==> config.mk <==
export PLATFORM = sky130hd
export DESIGN_NAME = ramp_adc_multi
export DESIGN_NICKNAME = d
export VERILOG_FILES = /design/src/rtl/ramp_adc_multi.sv
export SDC_FILE = /design/constraint.sdc
export NUM_CORES = 1
export LEC_CHECK = 0
export ABC_AREA = 1
export CELL_PAD_IN_SITES_DETAIL_PLACEMENT = 1
export CELL_PAD_IN_SITES_GLOBAL_PLACEMENT = 1
export CORE_AREA = 2 2 82 84
export CTS_CLUSTER_SIZE = 8
export DETAILED_ROUTE_END_ITERATION = 16
export DIE_AREA = 0 0 84 86
export PLACE_DENSITY_LB_ADDON = 0.3
export RECOVER_POWER = 50
export SETUP_SLACK_MARGIN = 0.1
export SYNTH_ARGS = -nofsm -noshare
export SYNTH_HDL_FRONTEND = slang
export SYNTH_SLANG_ARGS = --single-unit
==> constraint.sdc <==
create_clock -name hf_osc -period 1.8 [get_ports hf_osc]
set_input_delay 0.36 -clock hf_osc [delete_from_list [all_inputs] [get_ports hf_osc]]
set_output_delay 0.36 -clock hf_osc [all_outputs]
set_load 0.05 [all_outputs]
==> src/rtl/ramp_adc_multi.sv <==
// Multi-channel single-slope ADC sequencer: discharges the external ramp, clocks it,
// times each synchronised comparator trip and drains per-channel results over valid/ready.
module ramp_adc_multi #(
  parameter int N_CH          = 2,
  parameter int CNT_W         = 10,
  parameter int CLK_DIV       = 2,
  parameter int DISCHARGE_CYC = 16,
  localparam int CH_W         = (N_CH > 1) ? $clog2(N_CH) : 1
) (
  input  logic             hf_osc,
  input  logic             rst_n,
  input  logic             start,
  input  logic             continuous,
  input  logic [N_CH-1:0]  comp_in,
  output logic             ramp_clk,
  output logic             ramp_rst,
  output logic             busy,
  output logic             res_valid,
  input  logic             res_ready,
  output logic [CH_W-1:0]  res_ch,
  output logic [CNT_W-1:0] res_data,
  output logic             res_ovf
);
  localparam int DW = $clog2(DISCHARGE_CYC + 1);
  localparam int VW = $clog2(CLK_DIV + 1);
  localparam logic [CH_W-1:0] LAST_CH = CH_W'(N_CH - 1);

  typedef enum logic [1:0] {IDLE, DISCH, RAMP, DRAIN} state_t;

  state_t                       state_q, state_d;
  logic [N_CH-1:0]              sync1_q, sync2_q;
  logic [DW-1:0]                disch_q, disch_d;
  logic [VW-1:0]                div_q, div_d;
  logic                         rclk_q, rclk_d;
  logic [CNT_W-1:0]             step_q, step_d;
  logic [N_CH-1:0]              cap_q, cap_d;
  logic [N_CH-1:0]              ovf_q, ovf_d;
  logic [N_CH-1:0][CNT_W-1:0]   slot_q, slot_d;
  logic [CH_W-1:0]              ptr_q, ptr_d;
  logic                         step_due;

  always_ff @(posedge hf_osc or negedge rst_n) begin
    if (!rst_n) begin
      state_q <= IDLE;
      sync1_q <= '0;
      sync2_q <= '0;
      disch_q <= '0;
      div_q   <= '0;
      rclk_q  <= 1'b0;
      step_q  <= '0;
      cap_q   <= '0;
      ovf_q   <= '0;
      slot_q  <= '0;
      ptr_q   <= '0;
    end else begin
      state_q <= state_d;
      sync1_q <= comp_in;
      sync2_q <= sync1_q;
      disch_q <= disch_d;
      div_q   <= div_d;
      rclk_q  <= rclk_d;
      step_q  <= step_d;
      cap_q   <= cap_d;
      ovf_q   <= ovf_d;
      slot_q  <= slot_d;
      ptr_q   <= ptr_d;
    end
  end

  always_comb begin
    state_d  = state_q;
    disch_d  = '0;
    div_d    = div_q;
    rclk_d   = 1'b0;
    step_d   = step_q;
    cap_d    = cap_q;
    ovf_d    = ovf_q;
    slot_d   = slot_q;
    ptr_d    = ptr_q;
    step_due = 1'b0;
    case (state_q)
      IDLE: begin
        if (start) state_d = DISCH;
      end
      DISCH: begin
        disch_d = disch_q + 1'b1;
        div_d   = '0;
        step_d  = '0;
        cap_d   = '0;
        ovf_d   = '0;
        ptr_d   = '0;
        if (disch_q == DW'(DISCHARGE_CYC - 1)) state_d = RAMP;
      end
      RAMP: begin
        rclk_d = rclk_q;
        if (div_q == VW'(CLK_DIV - 1)) begin
          div_d    = '0;
          rclk_d   = ~rclk_q;
          step_due = ~rclk_q;
        end else begin
          div_d = div_q + 1'b1;
        end
        // Level capture uses the pre-increment count; one capture per channel per ramp.
        for (int i = 0; i < N_CH; i++) begin
          if (!cap_q[i] && sync2_q[i]) begin
            cap_d[i]  = 1'b1;
            slot_d[i] = step_q;
          end
        end
        if (&cap_d) begin
          state_d = DRAIN;
          rclk_d  = 1'b0;
        end else if (step_due && (&step_q)) begin
          // Counter would wrap: flag every channel that never tripped.
          state_d = DRAIN;
          rclk_d  = 1'b0;
          for (int i = 0; i < N_CH; i++) begin
            if (!cap_d[i]) begin
              slot_d[i] = '1;
              ovf_d[i]  = 1'b1;
            end
          end
        end else if (step_due) begin
          step_d = step_q + 1'b1;
        end
      end
      DRAIN: begin
        if (res_ready) begin
          if (ptr_q == LAST_CH) begin
            ptr_d   = '0;
            state_d = continuous ? DISCH : IDLE;
          end else begin
            ptr_d = ptr_q + 1'b1;
          end
        end
      end
      default: state_d = IDLE;
    endcase
  end

  assign ramp_clk  = rclk_q;
  assign ramp_rst  = (state_q != RAMP);
  assign busy      = (state_q != IDLE);
  assign res_valid = (state_q == DRAIN);
  assign res_ch    = ptr_q;
  assign res_data  = slot_q[ptr_q];
  assign res_ovf   = ovf_q[ptr_q];
endmodule
==> Word level (Yosys, flattened, before mapping) <==
Cells that the tools add are included.
{ "classes": {"n_addsub": 4, "n_mul": 0, "n_div": 0, "order_cmp": 1, "eq_ne": 18, "shift": 0, "mux": 44, "bitwise": 1, "n_reduce_logical": 16} }
{ "ops": {"columns": ["op", "n"], "rows": [
  ["two-way mux 10 bit", 9],
  ["two-way mux 20 bit", 2],
  ["one-hot mux 10 bit (2 select lines)", 1],
  ["two-way mux 2 bit", 9],
  ["inequality test 2 bit (second input constant)", 9],
  ["two-way mux 1 bit", 17],
  ["one-hot mux 2 bit (2 select lines)", 3],
  ["AND reduction 4 bit", 3],
  ["adder 10 x 1 -> 10 bit (second input constant)", 1],
  ["AND reduction 10 bit", 1],
  ["one-hot mux 2 bit (4 select lines)", 1],
  ["nonzero test 2 bit", 3],
  ["adder 5 x 1 -> 5 bit (second input constant)", 1],
  ["equality test 5 x 4 -> 1 bit (second input constant)", 1],
  ["two-way mux 5 bit", 1],
  ["AND reduction 5 bit", 1],
  ["equality test 2 x 1 -> 1 bit (second input constant)", 2],
  ["equality test 2 bit (second input constant)", 2],
  ["inequality test 2 x 1 -> 1 bit (second input constant)", 2],
  ["inequality test 4 bit (second input constant)", 1],
  ["AND reduction 2 bit", 2],
  ["logical AND 1 bit", 3],
  ["inequality test 3 bit (second input constant)", 1],
  ["adder 2 x 1 -> 2 bit (second input constant)", 1],
  ["other kinds (6)", 7]
]} }
{ "word_totals": {"register_bits": 49, "latch_bits": 0, "mem_bits_rw": 0, "mem_bits_ro": 0, "input_bits": 7, "out_inout_bits": 16, "elab_cells": 97, "memories": 0} }

==> Logic depth before layout (Yosys ltp) <==
Gate-level depths: netlist of the first run.
{ "depth": {"ltp_word": 8, "depth_mapped": 9, "ltp_nobuf": 9} }

==> Worst setup path before layout of the first run <==
No wires, ideal clock.
{ "synth_timing": {"path_type": "flip-flop to output port", "start": "register ptr_q, in the netlist res_ch", "end": "output port res_ovf", "arrival_time_ns": 1.765, "t_required_ns": 1.440, "slack_ns": -0.325, "stages_incl_launch_ff": 2, "n_path_buf": 0, "path_cell_list": "dfrtp_1 o21ai_0"} }
{ "synth_between": {"elab_chain_cells": 2} }
{ "synth_lines": {"columns": ["element", "line", "source"], "rows": [
  ["from (decl)", "39", "logic [CH_W-1:0] ptr_q, ptr_d;"],
  ["from (signal assigned)", "66", "ptr_q <= ptr_d;"],
  ["two-way mux 1 bit (not written as such) (2 in a row)", "147", "assign res_ovf = ovf_q[ptr_q];"],
  ["to (decl)", "22", "output logic res_ovf"]
]} }
Every way passes these cells. The select of a mux whose other input is x is not followed.

==> Worst setup path after layout of the first run <==
{ "layout_timing": {"start": "register ptr_q, in the netlist res_ch", "end": "output port res_data[7]"} }
{ "layout_between": {"elab_chain_cells": 2} }
{ "layout_lines": {"columns": ["element", "line", "source"], "rows": [
  ["two-way mux 10 bit (not written as such) (2 in a row)", "146", "assign res_data = slot_q[ptr_q];"],
  ["to (decl)", "21", "output logic [CNT_W-1:0] res_data,"]
]} }
Every way passes these cells. The select of a mux whose other input is x is not followed.

==> flow_summary.json, run 1 <==
{
  "path_class": "reg -> out",
  "clockBufferDepth": 2,
  "clkTransAtPathRegs_ps": 80,
  "first_global_vias": 2387,
  "finClkSkew_ps": 7.988,
  "synthCells": 311,
  "tightest_slew_ps": 1247,
  "finalSetupTns_ps": 0,
  "row_count": 29,
  "p_per_area_mw_per_mm2": 1159,
  "ys_top_cells_by_area": "dfrtp_1, nand2_1, nand3_2",
  "final_common_cell": "nand2_1",
  "firstDrtPassIters": 4,
  "rsz0062_at_grt": "yes",
  "critical_path_required_ps": 1440,
  "place_congestion": 0.7708,
  "start_kind": "flip-flop",
  "status": "finished clean",
  "hold_depth": 0,
  "drive_above_1_share": 0.3035,
  "hold_ws_ps": 359.3,
  "routed_via_density": 5.253,
  "ys_seq_elements": 49,
  "via_count": 2222,
  "numCtsBuffers": 5,
  "ys_warn_count": 0,
  "area_growth_syn_to_layout_pct": 26.78,
  "arrival_ps": 1350,
  "synthDistinctLibCells": 28,
  "die_height_um": 86,
  "portBuffers": 22,
  "fin_nets": 361,
  "drt_iter0_markers": 106,
  "ys_seq_area_frac": 0.4662,
  "grt_pass1_wl_mm": 11.52,
  "cts_tree": "done",
  "syn_avg_cell_area_um2": 8.457,
  "p_leak_nw": 1.713,
  "die_w_um": 84,
  "ir_worst_vdd_mv": 0.6246,
  "whs_endpoint": "sync2_q[0]$_DFF_PN0_",
  "crit_start": "res_ch$_DFFE_PN0P_",
  "io_pins": 23,
  "max_slew_margin": 0.1689,
  "final_cell_mix": "nand2_1, dfrtp_1, nand3_2, nand4_1, nand3_1",
  "r2r_start": "step_q[1]$_DFFE_PN0P_",
  "clock.fmax_ghz": 0.5837,
  "ant_nets": 0,
  "r2r_cells": 7,
  "yosys.area.top_type": "dfrtp_1",
  "hp-start": "sync1_q[0]$_DFF_PN0_",
  "grt_usage": 0.2007,
  "antenna_found_initial": 0,
  "clockRootBuffer": "clkbuf_8",
  "diodes": 0,
  "initial_core_util": 0.4190,
  "finalWirelength_mm": 6.612,
  "dp_hpwl_mm": 4.797,
  "synthesis.area_mm2": 0.002630,
  "cp_max_fo": 6,
  "fillerInstances": 749,
  "grt_max_degree": 50,
  "setup_viol": 0,
  "max-cap-violations": 0,
  "htreeDepth": 2,
  "dieArea_mm2": 0.007224,
  "drc_errors": 0,
  "period_needed_ps": 1713,
  "r2r-end": "ovf_q[0]$_DFFE_PN0P_",
  "core_mm2": 0.006277,
  "synth_nets": 326,
  "yosys.area.top_type_share": 0.4662,
  "slew_viol_final": 0,
  "min_period_over_period": 0.9517,
  "hold_viol": 0,
  "cts.sinks": 49,
  "insertion_delay_ps": 300,
  "wire_per_inst_um": 15.63,
  "hold_class": "reg -> reg",
  "ff2ff_setup_slack_ps": 110,
  "end_kind": "output port",
  "gr-total-overflow": 0
}
[metal layers]
layer  wire length [um]  part of all wire  track usage
met1               2989              0.45       0.2629
met2               3348              0.51       0.3484
met3                211             0.032      0.03561
met4                 63            0.0095      0.04839
met5                  0                 0            0
[worst max-delay path: stages (launching register included)]
cell	delay, ps
dfrtp_2	440
clkinvlp_4	240
nand2_2	150
nand2_2	70
buf_12	150
[how the worst max path moves through the flow]
stage | to | slack (ps) | cells past startpoint
6_report | res_data[7] | 90 | 4
5_1_grt | slot_q[10]$_DFFE_PN0P_ | -20 | 7
4_1_cts | ramp_rst | 30 | 3
3_5_place_dp | slot_q[18]$_DFFE_PN0P_ | 8 | 6
3_3_place_gp | slot_q[15]$_DFFE_PN0P_ | 50 | 6
2_1_floorplan | res_ovf | 60 | 1
[cell usage after synthesis]
| cell | count |
|---|---|
| nand2_4 | 1 |
| xnor2_1 | 1 |
| inv_2 | 3 |
| nand2_1 | 95 |
| nor2_4 | 2 |
| nand2_2 | 4 |
| nand3_2 | 22 |
| xor2_1 | 2 |
| dfrtp_1 | 49 |
| or2_2 | 1 |
| o22ai_1 | 2 |
| a21boi_0 | 1 |
| nor2_1 | 18 |
| clkbuf_1 | 9 |
| nand4_1 | 23 |
| nand3_1 | 23 |
| nor3b_1 | 3 |
| o21ai_0 | 5 |
| buf_6 | 2 |
| nor3_4 | 1 |
| buf_2 | 1 |
| o21ai_1 | 2 |
| ha_1 | 8 |
| inv_1 | 23 |
| nand3b_1 | 1 |
| or2_1 | 1 |
| buf_4 | 1 |
| a21oi_1 | 7 |
[per-stage QoR]
| step | util | instances | setup WS [ps] | total power [mW] | cell area (um2) |
|---|---|---|---|---|---|
| 2_1_floorplan | - | 311 | 56.33 | 2.405 | 2655 |
| 3_3_place_gp | 0.5055 | 414 | 53.38 | 3.041 | 3173 |
| 3_5_place_dp | 0.5055 | 414 | 8.315 | 3.105 | 3173 |
| 4_1_cts | 0.5248 | 423 | 32.94 | 3.835 | 3294 |
| 5_1_grt | 0.5312 | 423 | -23.53 | 4.140 | 3334 |
| 6_report | 0.5312 | 423 | 86.85 | 3.864 | 3334 |
[kinds of logic after synthesis]
kind of cell	count (synthesis)	synth area share
AND/OR/NAND/NOR	195	0.3882
flip-flops	49	0.4662
buffers and inverters	39	0.06327
AO/OA/AOI/OAI	17	0.03425
adder cells (fa/ha/maj)	8	0.03806
XOR/XNOR	3	0.009992
[where the power goes]
group	switching (mW)	internal (mW)
Combinational	1.19	0.662
Sequential	0.109	1.25
Clock	0.346	0.305
[cell type report]
cell class	count	area (um2)	area share
Multi-Input combinational cell	223	1321	0.3962
Sequential cell	49	1229	0.3685
Timing Repair Buffer	40	490.5	0.1471
Inverter	26	103.9	0.03114
Tap cell	77	96.34	0.02889
Clock buffer	7	86.33	0.02589
Timing Repair inverter	1	7.507	0.002251
[registers in the layout (all words and copies together) (netlist names)]
| name | count |
|---|---|
| disch_q | 5 |
| ramp_clk | 1 |
| step_q | 10 |
| res_ch | 1 |
| ovf_q | 2 |
| state_q | 2 |
| slot_q | 20 |
| sync1_q | 2 |
| sync2_q | 2 |
| div_q | 2 |
| cap_q | 2 |
[repair_timing]
item	CTS	global route
cloned	1	0
hold buffers	0	0
setup endpoints to repair	40	42
gates resized for setup	6	20
setup buffers	1	0
pin swaps	0	10
Power figures use the tool's default switching activity.
==> run 2: changes to the inputs <==
==> constraint.sdc (replaced) <==
create_clock -name hf_osc -period 1.7 [get_ports hf_osc]
set_input_delay 0.34 -clock hf_osc [delete_from_list [all_inputs] [get_ports hf_osc]]
set_output_delay 0.34 -clock hf_osc [all_outputs]
set_load 0.05 [all_outputs]
==> flow_summary.json, run 2 (same netlist as run 1, synthesis figures left out) <==
{
  "status": "finished clean",
  "drt_iter0_markers": 143,
  "critical_path_required_ps": 1360,
  "area_growth_syn_to_layout_pct": 39.34,
  "antenna_found_initial": 0,
  "whs_endpoint": "sync2_q[0]$_DFF_PN0_",
  "setup_viol": 0,
  "final_cell_mix": "nand2_1, dfrtp_1, buf_4",
  "htreeDepth": 2,
  "cts.sinks": 49,
  "firstDrtPassIters": 4,
  "first_global_vias": 2511,
  "io_pins": 23,
  "die_w_um": 84,
  "routed_via_density": 5.433,
  "gr-total-overflow": 0,
  "grt_usage": 0.2135,
  "die_height_um": 86,
  "crit_path_cell_trace": "clkinvlp_4, nand2_1, nand2_2, buf_12",
  "slowest_stage": "dfrtp_2",
  "cp_max_fo": 6,
  "numCtsBuffers": 5,
  "hp-start": "sync1_q[0]$_DFF_PN0_",
  "power_switching_mw": 2.085,
  "dp_hpwl_mm": 5.193,
  "min_period_over_period": 0.9793,
  "end_kind": "output port",
  "start_kind": "flip-flop",
  "grt_max_degree": 27,
  "ff2ff_setup_slack_ps": 60,
  "largest_register_ffs": 20,
  "internal_power_mw": 2.570,
  "initial_core_util": 0.4190,
  "ir_worst_vdd_mv": 0.8567,
  "clockRootBuffer": "clkbuf_8",
  "hold_depth": 0,
  "largest_register": "slot_q",
  "tightest_slew_ps": 665.0,
  "period_needed_ps": 1665,
  "rsz0062_at_grt": "yes",
  "row_count": 29,
  "final_cell_area_mm2": 0.003665,
  "reg.largest.list": "slot_q: 20 flops, step_q: 10 flops, disch_q: 5 flops",
  "p_comb_frac": 0.533,
  "diodes": 0,
  "arrival_ps": 1320,
  "ant_nets": 0,
  "slew_viol_final": 0,
  "drc_errors": 0,
  "wire_per_inst_um": 18.84,
  "hold_viol": 0,
  "clkTransAtPathRegs_ps": 90,
  "cp_slowest_stage_delay_ps": 470,
  "final_common_cell": "nand2_1",
  "p_per_area_mw_per_mm2": 1270,
  "clockBufferDepth": 2,
  "multi_input_area_mm2": 0.001446,
  "finalWirelength_mm": 8.403,
  "place_congestion": 0.7694,
  "cts_tree": "done",
  "portBuffers": 22,
  "clock.fmax_ghz": 0.6007,
  "via_count": 2423,
  "finClkSkew_ps": 4.665,
  "max-cap-violations": 0,
  "cp_top_family": "flip-flops",
  "drive_above_1_share": 0.3794,
  "critPathBufInv": 2,
  "fin_nets": 383,
  "path_class": "reg -> out",
  "seqCellArea_mm2": 0.001230,
  "post_dp_cell_area_mm2": 0.003231,
  "grt_pass1_wl_mm": 12.06,
  "p_leak_nw": 1.853,
  "p_sw_frac": 0.4479,
  "max_slew_margin": 0.5567,
  "insertion_delay_ps": 320,
  "r2r_start": "step_q[1]$_DFFE_PN0P_",
  "seqPwrFrac": 0.316,
  "hold_class": "reg -> reg",
  "clkPwrFrac": 0.151,
  "r2r-end": "step_q[9]$_DFFE_PN0P_",
  "core_mm2": 0.006277,
  "dieArea_mm2": 0.007224,
  "utilization": 0.5838,
  "fillerInstances": 717,
  "r2r_cells": 10
}
-- run 2: cell count changes in the layout (fill, tap and decap cells not counted), moves of 3 or more --
cell / delta
inv_4: +3
nand3_4: +3
ha_4: +3
buf_4: +10
nand3_1: -5
ha_1: -3
nand3_2: +3
buf_6: +5
-- run 2: worst max path at each step --
stage / startpoint / to / slack (ps) / depth (start not counted)
2_1_floorplan: state_q[0]$_DFFE_PN0P_ / state_q[0]$_DFFE_PN0P_ / 120 / 8
3_3_place_gp: state_q[0]$_DFFE_PN0P_ / slot_q[6]$_DFFE_PN0P_ / 90 / 6
3_5_place_dp: state_q[0]$_DFFE_PN0P_ / slot_q[5]$_DFFE_PN0P_ / -30 / 6
4_1_cts: state_q[0]$_DFFE_PN0P_ / ramp_rst / 20 / 4
5_1_grt: res_ch$_DFFE_PN0P_ / res_data[3] / -40 / 4
6_report: res_ch$_DFFE_PN0P_ / res_data[3] / 40 / 4
-- run 2: power by group through the flow --
stage	sequential (mW)	combinational (mW)	clock, mW
floorplan	1.49	1.06	0
global placement	1.43	1.88	0
detailed placement	1.44	1.93	0
CTS	1.44	2.05	0.708
global route	1.49	2.66	0.762
finish	1.47	2.48	0.705
-- run 2: timing repair --
item	CTS	global route
gates resized for setup	20	43
cloned	1	2
endpoints found under the setup margin	38	49
hold endpoints to repair	3	0
hold buffers	1	0
pin swaps	0	13
setup buffers	3	10
-- run 2: area by class of cell --
class / instances / area share
clock buffer: 6 / 0.01980
timing repair buffer: 60 / 0.1885
sequential: 49 / 0.3356
clock inverter: 2 / 0.002731
inverter: 26 / 0.03039
timing repair inverter: 1 / 0.002048
multi-input combinational: 225 / 0.3947
tap: 77 / 0.02629
-- run 2: routing by layer --
layer / wire length, um / global-route usage / up-vias
met2: 4473 / 0.3884 / 57
met1: 3476 / 0.2598 / 1213
met4: 182 / 0.07478 / 0
met5: 0 / 0 / -
li1: - / - / 1136
met3: 270 / 0.02984 / 17
-- run 2: through the flow --
| step | cells | power (mW) | hold WS (ps) | worst slack (ps) | TNS [ps] |
|---|---|---|---|---|---|
| 3_3_place_gp | 421 | 3.303 | 165.0 | 90.42 | 0 |
| 5_1_grt | 446 | 4.906 | 380.3 | -35.12 | -336.1 |
| 3_5_place_dp | 421 | 3.367 | 164.7 | -31.15 | -32.78 |
| 4_1_cts | 434 | 4.199 | 357.3 | 23.37 | 0 |
| 2_1_floorplan | 311 | 2.549 | 44.41 | 117.0 | 0 |
| 6_report | 446 | 4.654 | 355.8 | 35.21 | 0 |
